## src/rtl/pass_sender_if.sv

```systemverilog
// pass_sender_if: host-side FIFO signals plus the confirm/pass_data lock link.
// master = host/lock side, slave = pass_sender.
interface pass_sender_if #(
  parameter int DEPTH = 4
);
  localparam int CW = $clog2(DEPTH) + 1;

  logic          push;
  logic [3:0]    push_data;
  logic          full;
  logic [CW-1:0] count;
  logic          ovf;
  logic          confirm;
  logic [3:0]    pass_data;
  logic          busy;
  logic          done;
  logic [7:0]    frames;

  modport master (
    output push, push_data,
    input  full, count, ovf, confirm, pass_data, busy, done, frames
  );

  modport slave (
    input  push, push_data,
    output full, count, ovf, confirm, pass_data, busy, done, frames
  );
endinterface

```

## src/rtl/pass_sender.sv

```systemverilog
// pass_sender: transmit side of the nibble-wide confirm/pass_data lock link.
// Host pushes payload nibbles into a FIFO (push/push_data, full/count/ovf);
// each one goes out as key0..key3 + payload strobes on confirm/pass_data,
// with busy/done/frames reporting progress. clk/rst are plain ports.
// Option PASS_SENDER_RUNTIME_KEY_EN: key taken from key_in, latched per frame.
module pass_sender #(
  parameter logic [15:0] PASSWORD = 16'h8324,
  parameter int          DEPTH    = 4,
  parameter int          GAP      = 1
) (
  input  logic clk,
  input  logic rst,
`ifdef PASS_SENDER_RUNTIME_KEY_EN
  input  logic [15:0] key_in,
`endif
  pass_sender_if.slave bus
);
  localparam int AW = $clog2(DEPTH);
  localparam int CW = AW + 1;
  localparam logic [3:0] GAP_M1 = 4'(GAP - 1);

  typedef enum logic [1:0] {
    S_IDLE, S_KEY, S_DATA, S_GAP
  } state_t;

  state_t        state_q, state_d;
  logic [2:0]    kidx_q, kidx_d;
  logic [3:0]    gcnt_q, gcnt_d;
  logic [3:0]    mem [DEPTH];
  logic [AW-1:0] wp_q, rp_q;
  logic [CW-1:0] cnt_q, cnt_d;
  logic          full_q, ovf_q, busy_q, done_q;
  logic          conf_q, conf_d;
  logic [3:0]    pd_q, pd_d;
  logic [7:0]    frames_q;
  logic          pop, push_ok;
  logic [1:0]    nidx;
  logic [3:0]    key0;
  logic [15:0]   key_f;

`ifdef PASS_SENDER_RUNTIME_KEY_EN
  logic [15:0] key_q;

  // key0 goes out straight from key_in; the rest of the frame
  // uses the copy latched on that same edge.
  assign key0  = key_in[3:0];
  assign key_f = key_q;

  always_ff @(posedge clk or posedge rst) begin
    if (rst) begin
      key_q <= '0;
    end else if (state_q == S_IDLE && cnt_q != '0) begin
      key_q <= key_in;
    end
  end
`else
  assign key0  = PASSWORD[3:0];
  assign key_f = PASSWORD;
`endif

  assign nidx    = kidx_q[1:0] + 2'd1;
  assign push_ok = bus.push & (~full_q | pop);
  assign cnt_d   = cnt_q + CW'(push_ok) - CW'(pop);

  // kidx: 0..3 = last strobe was key k, 4 = last strobe was payload
  always_comb begin
    state_d = state_q;
    kidx_d  = kidx_q;
    gcnt_d  = gcnt_q;
    conf_d  = 1'b0;
    pd_d    = 4'h0;
    pop     = 1'b0;
    unique case (state_q)
      S_IDLE: begin
        if (cnt_q != '0) begin
          state_d = S_KEY;
          kidx_d  = 3'd0;
          conf_d  = 1'b1;
          pd_d    = key0;
        end
      end
      S_KEY, S_DATA: begin
        state_d = S_GAP;
        gcnt_d  = GAP_M1;
      end
      S_GAP: begin
        if (gcnt_q != 4'd0) begin
          gcnt_d = gcnt_q - 4'd1;
        end else if (kidx_q == 3'd4) begin
          state_d = S_IDLE;
        end else if (kidx_q == 3'd3) begin
          state_d = S_DATA;
          kidx_d  = 3'd4;
          conf_d  = 1'b1;
          pd_d    = mem[rp_q];
          pop     = 1'b1;
        end else begin
          state_d = S_KEY;
          kidx_d  = kidx_q + 3'd1;
          conf_d  = 1'b1;
          pd_d    = key_f[{nidx, 2'b00} +: 4];
        end
      end
      default: state_d = S_IDLE;
    endcase
  end

  always_ff @(posedge clk) begin
    if (push_ok) begin
      mem[wp_q] <= bus.push_data;
    end
  end

  always_ff @(posedge clk or posedge rst) begin
    if (rst) begin
      state_q  <= S_IDLE;
      kidx_q   <= '0;
      gcnt_q   <= '0;
      wp_q     <= '0;
      rp_q     <= '0;
      cnt_q    <= '0;
      full_q   <= 1'b0;
      ovf_q    <= 1'b0;
      conf_q   <= 1'b0;
      pd_q     <= 4'h0;
      busy_q   <= 1'b0;
      done_q   <= 1'b0;
      frames_q <= 8'd0;
    end else begin
      state_q <= state_d;
      kidx_q  <= kidx_d;
      gcnt_q  <= gcnt_d;
      if (push_ok) begin
        wp_q <= wp_q + AW'(1);
      end
      if (pop) begin
        rp_q <= rp_q + AW'(1);
      end
      cnt_q  <= cnt_d;
      full_q <= (cnt_d == CW'(DEPTH));
      ovf_q  <= bus.push & ~push_ok;
      conf_q <= conf_d;
      pd_q   <= pd_d;
      busy_q <= (state_d != S_IDLE);
      done_q <= (state_q == S_DATA);
      if (state_q == S_DATA) begin
        frames_q <= frames_q + 8'd1;
      end
    end
  end

  assign bus.full      = full_q;
  assign bus.count     = cnt_q;
  assign bus.ovf       = ovf_q;
  assign bus.confirm   = conf_q;
  assign bus.pass_data = pd_q;
  assign bus.busy      = busy_q;
  assign bus.done      = done_q;
  assign bus.frames    = frames_q;
endmodule
```

## src/flat_wrapper.sv

```systemverilog
// flat-port wrapper written by rule: the top's interface ports become plain ports
module pass_sender_flat 
#(
  parameter logic [15:0] PASSWORD = 16'h8324,
  parameter int          DEPTH    = 4,
  parameter int          GAP      = 1
)
  (clk, rst, bus_push, bus_push_data, bus_full, bus_count, bus_ovf, bus_confirm, bus_pass_data, bus_busy, bus_done, bus_frames);
  pass_sender_if #(.DEPTH(DEPTH)) bus_i ();
  input  logic clk;
  input  logic rst;
  input wire logic [$bits(bus_i.push)-1:0] bus_push;
  input wire logic [$bits(bus_i.push_data)-1:0] bus_push_data;
  output wire logic [$bits(bus_i.full)-1:0] bus_full;
  output wire logic [$bits(bus_i.count)-1:0] bus_count;
  output wire logic [$bits(bus_i.ovf)-1:0] bus_ovf;
  output wire logic [$bits(bus_i.confirm)-1:0] bus_confirm;
  output wire logic [$bits(bus_i.pass_data)-1:0] bus_pass_data;
  output wire logic [$bits(bus_i.busy)-1:0] bus_busy;
  output wire logic [$bits(bus_i.done)-1:0] bus_done;
  output wire logic [$bits(bus_i.frames)-1:0] bus_frames;
  assign bus_i.push = bus_push;
  assign bus_i.push_data = bus_push_data;
  assign bus_full = bus_i.full;
  assign bus_count = bus_i.count;
  assign bus_ovf = bus_i.ovf;
  assign bus_confirm = bus_i.confirm;
  assign bus_pass_data = bus_i.pass_data;
  assign bus_busy = bus_i.busy;
  assign bus_done = bus_i.done;
  assign bus_frames = bus_i.frames;
  pass_sender #(.PASSWORD(PASSWORD), .DEPTH(DEPTH), .GAP(GAP)) u_core (.clk(clk), .rst(rst), .bus(bus_i));
endmodule
```

## config.mk

```make
export PLATFORM = sky130hd
export DESIGN_NAME = pass_sender_flat
export DESIGN_NICKNAME = d
export VERILOG_FILES = /design/src/rtl/pass_sender_if.sv /design/src/rtl/pass_sender.sv /design/src/flat_wrapper.sv
export SDC_FILE = /design/constraint.sdc
export NUM_CORES = 1
export LEC_CHECK = 0
export BUFFER_PORTS_ARGS = -buffer_cell sky130_fd_sc_hd__buf_2
export CAP_MARGIN = 30
export CORE_AREA = 2 2 67 69
export CTS_CLUSTER_DIAMETER = 120
export DETAILED_ROUTE_END_ITERATION = 8
export DIE_AREA = 0 0 69 71
export HOLD_SLACK_MARGIN = 0.02
export PLACE_DENSITY = 0.79
export SYNTH_ARGS = -nofsm -noshare
export SYNTH_HDL_FRONTEND = slang
export SYNTH_SLANG_ARGS = --single-unit
```

## constraint.sdc

```tcl
create_clock -name clk -period 3.1 [get_ports clk]
set_input_delay 0.31 -clock clk [delete_from_list [all_inputs] [get_ports clk]]
set_output_delay 0.31 -clock clk [all_outputs]
set_load 0.02 [all_outputs]
```

* After elaboration in Yosys (flattened, before gate mapping)
Memory sizes are Yosys's and may differ from the RTL's.
Index checks and enable logic that the tools add are counted.
** Word-level totals
- Bits in registers :: 33
- Memory bits (writable) :: 16
- Bits of input ports :: 7
- Memories :: 1
- Output and inout bits :: 20
** Operators by class
- Reductions and logical operators :: 9
- $add $sub $neg :: 8
- Bitwise operators :: 5
- Equality and inequality tests :: 10
- Shift operators :: 1
- Muxes and demuxes :: 27
** Memories
- u_core.mem :: words 4, width 4, read ports 1, clocked after memory_dff 0, wr ports 1, line pass_sender.sv:29 : logic [3:0] mem [DEPTH];
** Operators by type and width (number)
- two-way mux 4 bit :: 4
- case mux 4 bit (2 select lines) :: 2
- indexed part select 16 x 5 -> 4 bit (first input constant) :: 1
- two-way mux 3 bit :: 5
- two-way mux 1 bit :: 9
- adder 8 x 1 -> 8 bit (second input constant) :: 1
- two-way mux 2 bit :: 4
- adder 2 x 1 -> 2 bit (second input constant) :: 3
- equality test 3 bit (second input constant) :: 2
- case mux 2 bit (3 select lines) :: 1
- case mux 3 bit (2 select lines) :: 1
- nonzero test 2 bit :: 3
- equality test 2 bit (second input constant) :: 2
- != test 2 x 1 -> 1 bit (second input constant) :: 2
- != test 2 bit (second input constant) :: 2
- AND reduction 4 bit :: 1
- nonzero test 4 bit :: 1
- subtractor 4 x 1 -> 4 bit (second input constant) :: 1
- adder 3 x 1 -> 3 bit :: 1
- adder 3 x 1 -> 3 bit (second input constant) :: 1
- equality test 3 x 2 -> 1 bit (second input constant) :: 1
- nonzero test 3 bit :: 1
- subtractor 3 x 1 -> 3 bit :: 1
- AND 1 bit :: 2
- other kinds (7) :: 8

* Depth between registers and ports, before layout
Gate-level depths: netlist (run 1).
- Depth after elaboration :: 10
- Gate-level depth with buffers :: 11

* Worst setup path before layout (run 1)
OpenSTA, ideal clock, no wires.
- Path kind :: reg-to-reg
- From :: register u_core.kidx_q[0]
- To :: register u_core.full_q (netlist: u_core.bus.full)
- Arrival time :: 2.231 ns
- Stages on the path, launching flop included :: 11
- Period minus slack after synthesis :: 2.319 ns
- Required time :: 3.012 ns
- Slack :: 0.781 ns
- Path through :: dfrtp_1 > ha_1 > ha_1 > nand3_4 > inv_1 > ha_1 > inv_1 > ha_1 > fa_1 > xnor2_1 > nor3b_1
** On the way
- Longest elaborated chain between the ends :: 10
- Elaborated cells between the ends (all ways) :: 11
- Those cells by class :: 2 x add/sub; 3 x eq/ne; 4 x mux; 2 x bitwise
** RTL lines
- start: declaration :: line pass_sender.sv:27 : logic [2:0] kidx_q, kidx_d;
- start signal: assignment :: line pass_sender.sv:131 : kidx_q <= kidx_d;
- equality test 3 x 2 -> 1 bit :: line pass_sender.sv:91 : end else if (kidx_q == 3'd3) begin
- two-way mux 1 bit :: line pass_sender.sv:91
- two-way mux 1 bit * :: line pass_sender.sv:89 : end else if (kidx_q == 3'd4) begin
- two-way mux 1 bit * :: line pass_sender.sv:87 : if (gcnt_q != 4'd0) begin
- two-way mux 1 bit * :: line pass_sender.sv:73 : unique case (state_q)
- named net u_core.pop :: line pass_sender.sv:36 : logic pop, push_ok;
- bitwise OR 1 bit :: line pass_sender.sv:62 : assign push_ok = bus.push & (~full_q | pop);
- AND 1 bit :: line pass_sender.sv:62
- adder 3 x 1 -> 3 bit :: line pass_sender.sv:63 : assign cnt_d = cnt_q + CW'(push_ok) - CW'(pop);
- subtractor 3 x 1 -> 3 bit * :: line pass_sender.sv:63
- named net u_core.cnt_d[2] :: line pass_sender.sv:31 : logic [CW-1:0] cnt_q, cnt_d;
- equality test 3 bit * :: line pass_sender.sv:140 : full_q <= (cnt_d == CW'(DEPTH));
- end signal: assignment :: line pass_sender.sv:140
- end: declaration :: line pass_sender.sv:32 : logic full_q, ovf_q, busy_q, done_q;
The timed path passes the listed nets; every way through them passes the cells marked *.
A chain may end at the register's enable or synchronous reset.

* Worst setup path after layout (run 1)
Ends and elaborated chain as after synthesis.

==> results of run 1 <==
[layout by cell type (no fill, tap or decap), drive strengths merged]
master	synthesis	layout
dfrtp	33	33
buf	2	27
inv	19	19
ha	18	18
edfxtp	16	16
nand2	9	9
xnor2	9	9
nand3	8	8
nor2	7	7
mux2i	6	6
xor2	5	5
clkbuf	1	5
mux4	4	4
and2	4	4
a21oi	4	4
o21ai	3	3
nand4	3	3
nand3b	2	2
nand2b	2	2
nor3b	2	2
or2b	2	2
mux2	2	2
or3	2	2
nor4b	1	1
a21boi	1	1
a31oi	1	1
o221ai	1	1
o311ai	1	1
and3	1	1
o2111ai	1	1
a22o	1	1
a221o	1	1
a31o	1	1
nor3	1	1
fa	1	1
clkinvlp	0	1
clkinv	0	1
bufinv	0	1
[sequential cells by signal, summed over array words and instances (netlist names)]
signal,cells
u_core.state_q,2
u_core.bus.done,1
u_core.bus.confirm,1
u_core.wp_q,2
u_core.bus.pass_data,4
u_core.kidx_q,3
u_core.mem,16
u_core.bus.count,3
u_core.bus.busy,1
u_core.bus.frames,8
u_core.gcnt_q,4
u_core.bus.ovf,1
u_core.bus.full,1
u_core.rp_q,2
[worst register-to-register path, delay by kind of cell, from the launching register on]
| family | cells | cell delay (ns) |
|---|---|---|
| buffers and inverters | 2 | 0.11 |
| AND/OR/NAND/NOR | 2 | 0.31 |
| adder cells (fa/ha/maj) | 5 | 1.35 |
| flip-flops | 1 | 0.45 |
| XOR/XNOR | 1 | 0.20 |
[through the flow]
stage	cells	hold slack (ns)	setup WS, ns
2_1_floorplan	175	0.409	0.781
3_3_place_gp	251	0.412	0.718
3_5_place_dp	251	0.415	0.596
4_1_cts	259	0.0842	0.562
5_1_grt	259	0.112	0.383
6_report	259	0.0660	0.595
[report_power, final]
| part | total [mW] | switching, mW | leakage, nW | internal [mW] |
|---|---|---|---|---|
| Combinational | 0.916 | 0.518 | 0.579 | 0.397 |
| Clock | 0.454 | 0.213 | 0.0543 | 0.241 |
| Sequential | 0.996 | 0.152 | 0.569 | 0.844 |
[cell families after synthesis]
logic type	count (synthesis)
xor gates and xnor gates	14
AOI/OAI and AO/OA	15
adders and majority gates	19
and+or+nand+nor	44
muxes	12
buffers and inverters	22
DFF	49
[per-layer routing]
layer	share of wire	vias to the layer above	track usage
li1	-	665	-
met1	0.42	668	0.194
met2	0.51	31	0.285
met3	0.046	10	0.0470
met4	0.022	0	0.0719
met5	0	-	0
[cell type report]
class / instances / share of cell area
Tap cell: 52 / 0.0247
Clock inverter: 3 / 0.0176
Timing Repair Buffer: 27 / 0.0523
Sequential cell: 49 / 0.497
Multi-Input combinational cell: 104 / 0.355
Inverter: 19 / 0.0271
Clock buffer: 5 / 0.0262
[worst max path at each step]
stage                      from              end  cells after the start
5_1_grt        u_core.gcnt_q[0]  u_core.bus.full                     11
2_1_floorplan  u_core.kidx_q[0]  u_core.bus.full                     10
6_report       u_core.kidx_q[0]  u_core.bus.full                     10
4_1_cts        u_core.kidx_q[0]  u_core.bus.full                     10
3_5_place_dp   u_core.kidx_q[0]  u_core.bus.full                     10
3_3_place_gp   u_core.kidx_q[0]  u_core.bus.full                     10
==> flow_metrics.py, run 1 <==
metrics = {
    "worst_setup_path": {
        "rr_endpoint": "u_core.bus.full",
        "critPathSlowestCell": "dfrtp_1",
        "cpPeakStageDelay_ns": 0.45,
        "required_ns": 3.32,
        "path_delay_family": "adder cells",
        "critPathKind": "flip-flop to flip-flop",
        "path_buf_inv": 2,
        "r2r_cells": 10,
        "cp-start-kind": "flip-flop",
        "path_cells": "ha_1, ha_1, nand3_4, inv_1, ha_1, inv_1, ha_1, fa_1, xnor2_1, nor3b_1",
        "r2r_slack_ns": 0.59,
        "cp.arrival_ns": 2.72,
        "path_common_cell": "ha_1",
        "r2r-start": "u_core.kidx_q[0]",
        "cp-end-kind": "flip-flop",
        "cp_max_fo": 6,
    },
    "layout": {
        "drive_gt1_frac": 0.261,
        "final_net_count": 232,
        "syn_to_final_growth_pct": 13.1,
        "post-route-util": 0.626,
        "seqCellArea_sq_um": 1310,
        "multi_input_area_sq_um": 935,
        "design_area_sq_um": 2630,
        "antenna_cells": 0,
        "n_fill_cell": 332,
    },
    "yosys": {
        "synthAdderAreaFrac": 0.105,
        "synth_cell_types": 41,
        "synthesis.area_sq_um": 2330,
        "synth_edf_count": 16,
        "synth_top_area_share": 0.355,
        "ys_seq_area_frac": 0.562,
        "synth_area_leader_cell": "dfrtp_1",
        "synthMuxAreaShare": 0.0758,
        "synth_top_family_by_area": "simple AND/OR/NAND/NOR gates",
        "synth_seq_cells": 49,
        "syn-instance-count": 175,
        "synth_flop_cell": "dfrtp_1",
        "syn_nets": 201,
        "yosys-top-cells-count": "33 x dfrtp_1, 19 x inv_1, 18 x ha_1",
        "synth-simple-area-share": 0.115,
        "async_reset_ff_frac": 0.673,
        "syn_avg_cell_area_sq_um": 13.3,
        "yosys_warnings": 0,
        "ys_top_cells_by_area": "dfrtp_1 36%, edfxtp_1 21%, ha_1 9.7%",
        "yosysMostFrequentCell": "dfrtp_1",
        "synth_compound_area_frac": 0.0533,
        "synth_xor_area_frac": 0.0527,
    },
    "sta": {
        "tns_ns": 0,
        "max_freq_mhz": 399,
        "tightest_slew_ns": 0.673,
        "rsz0062_at_grt": "no",
        "slew_violations": 0,
        "finalHoldViolations": 0,
        "setup_viol": 0,
        "fin_crit_ns": 2.51,
        "fin_crit_sh": 0.808,
        "fin_skew_ns": 0.00768,
        "slew_headroom": 0.545,
    },
    "placement": {
        "dpl_cell_area_sq_um": 2510,
        "gp_congestion": 0.804,
        "dp_hpwl_mm": 2.68,
        "port_buffers": 26,
    },
    "routing": {
        "routedWlPerCell_um": 13.5,
        "vias": 1374,
        "drt_first_pass_iters": 4,
        "drt.antenna.violating_nets": 0,
        "drtIter0Drc": 53,
        "drc": 0,
        "wl_mm": 3.50,
        "viasPerCell": 5.31,
    },
    "floorplan": {
        "core_area_sq_um": 4200,
        "die_x_um": 69,
        "pin_count": 27,
        "fp-row-count": 24,
        "initial_utilization": 0.553,
        "fp.dieH_um": 71,
        "die_area_sq_um": 4900,
    },
    "clock_network": {
        "cts_inserted_buffers": 5,
        "postCtsSetupBuffers": 0,
        "cts_tree": "built",
        "clk_pin_slew_ns": 0.09,
        "cts.sinks": 49,
        "cts-root-buf": "clkbuf_8",
        "holdBufCountCts": 0,
        "cts_resized": 0,
        "clockBufferDepth": 2,
        "htreeDepth": 2,
        "clk_latency_ns": 0.30,
    },
    "power_and_ir_drop": {
        "irDropWorstVdd_mv": 0.437,
        "power_density_nw_per_um2": 900,
        "cellLeakagePower_nw": 1.20,
        "power_mw": 2.37,
    },
    "global_route": {
        "grt_pass1_wl_mm": 6.40,
        "grt.total_usage": 0.165,
        "grt_overflow": 0,
        "antenna_found_initial": 0,
        "grt_pass1_vias": 1438,
        "grt_max_degree": 19,
    },
    "flow_run": {
        "cap_violations": 0,
    },
    "outcome": {
        "status": "finished clean",
    },
    "worst_hold_path": {
        "hp-class": "primary input to asynchronous set/reset pin",
    },
}
Power figures use the tool's default switching activity.
==> run 2, diff against run 1 <==
Clock period 3.1 ns to 2.35 ns, I/O delays scaled along.
==> flow_metrics.py, run 2 (synthesis gave the netlist of run 1 again) <==
metrics = {
    "global_route": {
        "grt.total_usage": 0.163,
        "grt_max_degree": 34,
        "grt_pass1_vias": 1390,
        "grt_pass1_wl_mm": 6.32,
        "antenna_found_initial": 0,
        "grt_overflow": 0,
    },
    "worst_setup_path": {
        "cp.arrival_ns": 2.42,
        "required_ns": 2.58,
        "path_common_cell": "inv_1",
        "cp-start-kind": "flip-flop",
        "cp-end-kind": "flip-flop",
        "path_cells": "inv_1, ha_2, nor3b_4, nand3_4, inv_1, ha_1, inv_1, ha_1, fa_2, nor3b_2",
        "critPathSlowestCell": "fa_2",
        "critPathKind": "flip-flop to flip-flop",
        "cp_max_fo": 4,
        "cpPeakStageDelay_ns": 0.45,
    },
    "floorplan": {
        "die_x_um": 69,
        "die_area_sq_um": 4900,
        "fp.dieH_um": 71,
        "core_area_sq_um": 4200,
        "fp-row-count": 24,
        "initial_utilization": 0.553,
        "pin_count": 27,
    },
    "sta": {
        "tns_ns": 0,
        "setup_ws_ns": 0.166,
        "setup_viol": 0,
        "finalHoldViolations": 0,
        "fin_crit_sh": 0.930,
        "fin_skew_ns": 0.00644,
        "max_freq_mhz": 458,
        "slew_violations": 0,
        "holdWs_ns": 0.143,
        "slew_headroom": 0.594,
        "tightest_slew_ns": 0.601,
        "rsz0062_at_grt": "no",
        "fin_crit_ns": 2.18,
    },
    "routing": {
        "routed.top_layer": "met4",
        "wl_mm": 3.52,
        "drt_first_pass_iters": 4,
        "viasPerCell": 5.21,
        "routedWlPerCell_um": 13.2,
        "wl_met2_mm": 1.77,
        "drc": 0,
        "drtIter0Drc": 108,
        "met1_length_mm": 1.53,
        "vias": 1391,
        "drt.antenna.violating_nets": 0,
        "dr_wl_met3_um": 145,
    },
    "clock_network": {
        "clk_latency_ns": 0.31,
        "cts-root-buf": "clkbuf_8",
        "clk_pin_slew_ns": 0.09,
        "clockBufferDepth": 2,
        "cts.sinks": 49,
        "cts_inserted_buffers": 5,
        "htreeDepth": 2,
        "cts_tree": "built",
    },
    "placement": {
        "dp_slack_ns": 0.0339,
        "port_buffers": 26,
        "gp_congestion": 0.791,
        "dp_hpwl_mm": 2.64,
        "dpl_cell_area_sq_um": 2570,
        "placedCellCount": 258,
    },
    "flow_run": {
        "cap_violations": 0,
    },
    "power_and_ir_drop": {
        "irDropWorstVdd_mv": 0.577,
        "cellLeakagePower_nw": 1.24,
        "power_density_nw_per_um2": 1160,
        "power_mw": 3.13,
    },
    "layout": {
        "antenna_cells": 0,
        "design_area_sq_um": 2700,
        "final_common_cell": "dfrtp_1",
        "syn_to_final_growth_pct": 16.0,
        "post-route-util": 0.642,
        "n_fill_cell": 339,
        "top_register": "u_core.mem",
        "largest_reg_flops": 16,
        "final_net_count": 240,
        "stdcell_count": 267,
        "mostFrequentLayoutCells": "33 x dfrtp_1, 26 x buf_2, 19 x inv_1, 16 x edfxtp_1, 15 x ha_1",
        "drive_gt1_frac": 0.312,
    },
    "outcome": {
        "status": "finished clean",
    },
    "worst_hold_path": {
        "hp-class": "primary input to flip-flop",
    },
}
-- run 2: cell count changes in the layout (fill, tap and decap cells not counted), sizes merged --
cell         delta
dlygate4sd3     +1
clkinv          -1
buf             +7
clkinvlp        -1
inv             +3
bufinv          -1
-- run 2: report_power, final --
part,total (mW),leakage (nW),internal (mW),switching (mW)
Sequential,1.30,0.569,1.11,0.187
Combinational,1.31,0.620,0.590,0.715
Clock,0.523,0.0511,0.224,0.298
Total,3.13,1.24,1.93,1.20
-- run 2: per-layer routing --
| layer | vias to the layer above | global-route usage |
|---|---|---|
| met3 | 9 | 0.0427 |
| met1 | 677 | 0.204 |
| met5 | - | 0 |
| met2 | 28 | 0.270 |
| li1 | 677 | - |
| met4 | 0 | 0.0719 |
-- run 2: timing repair --
action / CTS / global route
pin swaps: 0 / 2
buffers inserted: 0 / 0
gates resized for setup: 1 / 5
hold buffers: 1 / 0
setup endpoints to repair: 1 / 1
endpoints found under the hold margin: 33 / 0
-- run 2: layout make-up --
cell class | count | area (sq um) | area share
clock inverter | 3 | 28.8 | 0.0107
timing repair buffer | 35 | 200 | 0.0742
clock buffer | 5 | 68.8 | 0.0255
inverter | 19 | 71.3 | 0.0264
tap | 52 | 65.1 | 0.0241
sequential | 49 | 1310 | 0.484
multi-input combinational | 104 | 957 | 0.355
-- run 2: critical path: cells and delay by family (launching register included) --
kind / cells / cell delay [ns]
flip-flops: 1 / 0.41
buffers and inverters: 3 / 0.20
adder cells (fa/ha/maj): 4 / 1.00
AND/OR/NAND/NOR: 3 / 0.49
-- run 2: path summary, 6_finish.rpt --
kind                                       from                   end  slack (ns)  depth (start not counted)
setup reg to reg               u_core.gcnt_q[0]       u_core.bus.full        0.17                         10
hold reg to reg            u_core.bus.frames[7]  u_core.bus.frames[7]        0.47                          1
hold / removal                 bus_push_data[1]      u_core.mem[3][1]        0.14                          1
setup / recovery               u_core.gcnt_q[0]       u_core.bus.full        0.17                         10
max in group asynchronous                   rst  u_core.bus.frames[4]        1.51                          4
min in group asynchronous                   rst       u_core.bus.done        0.54                          4
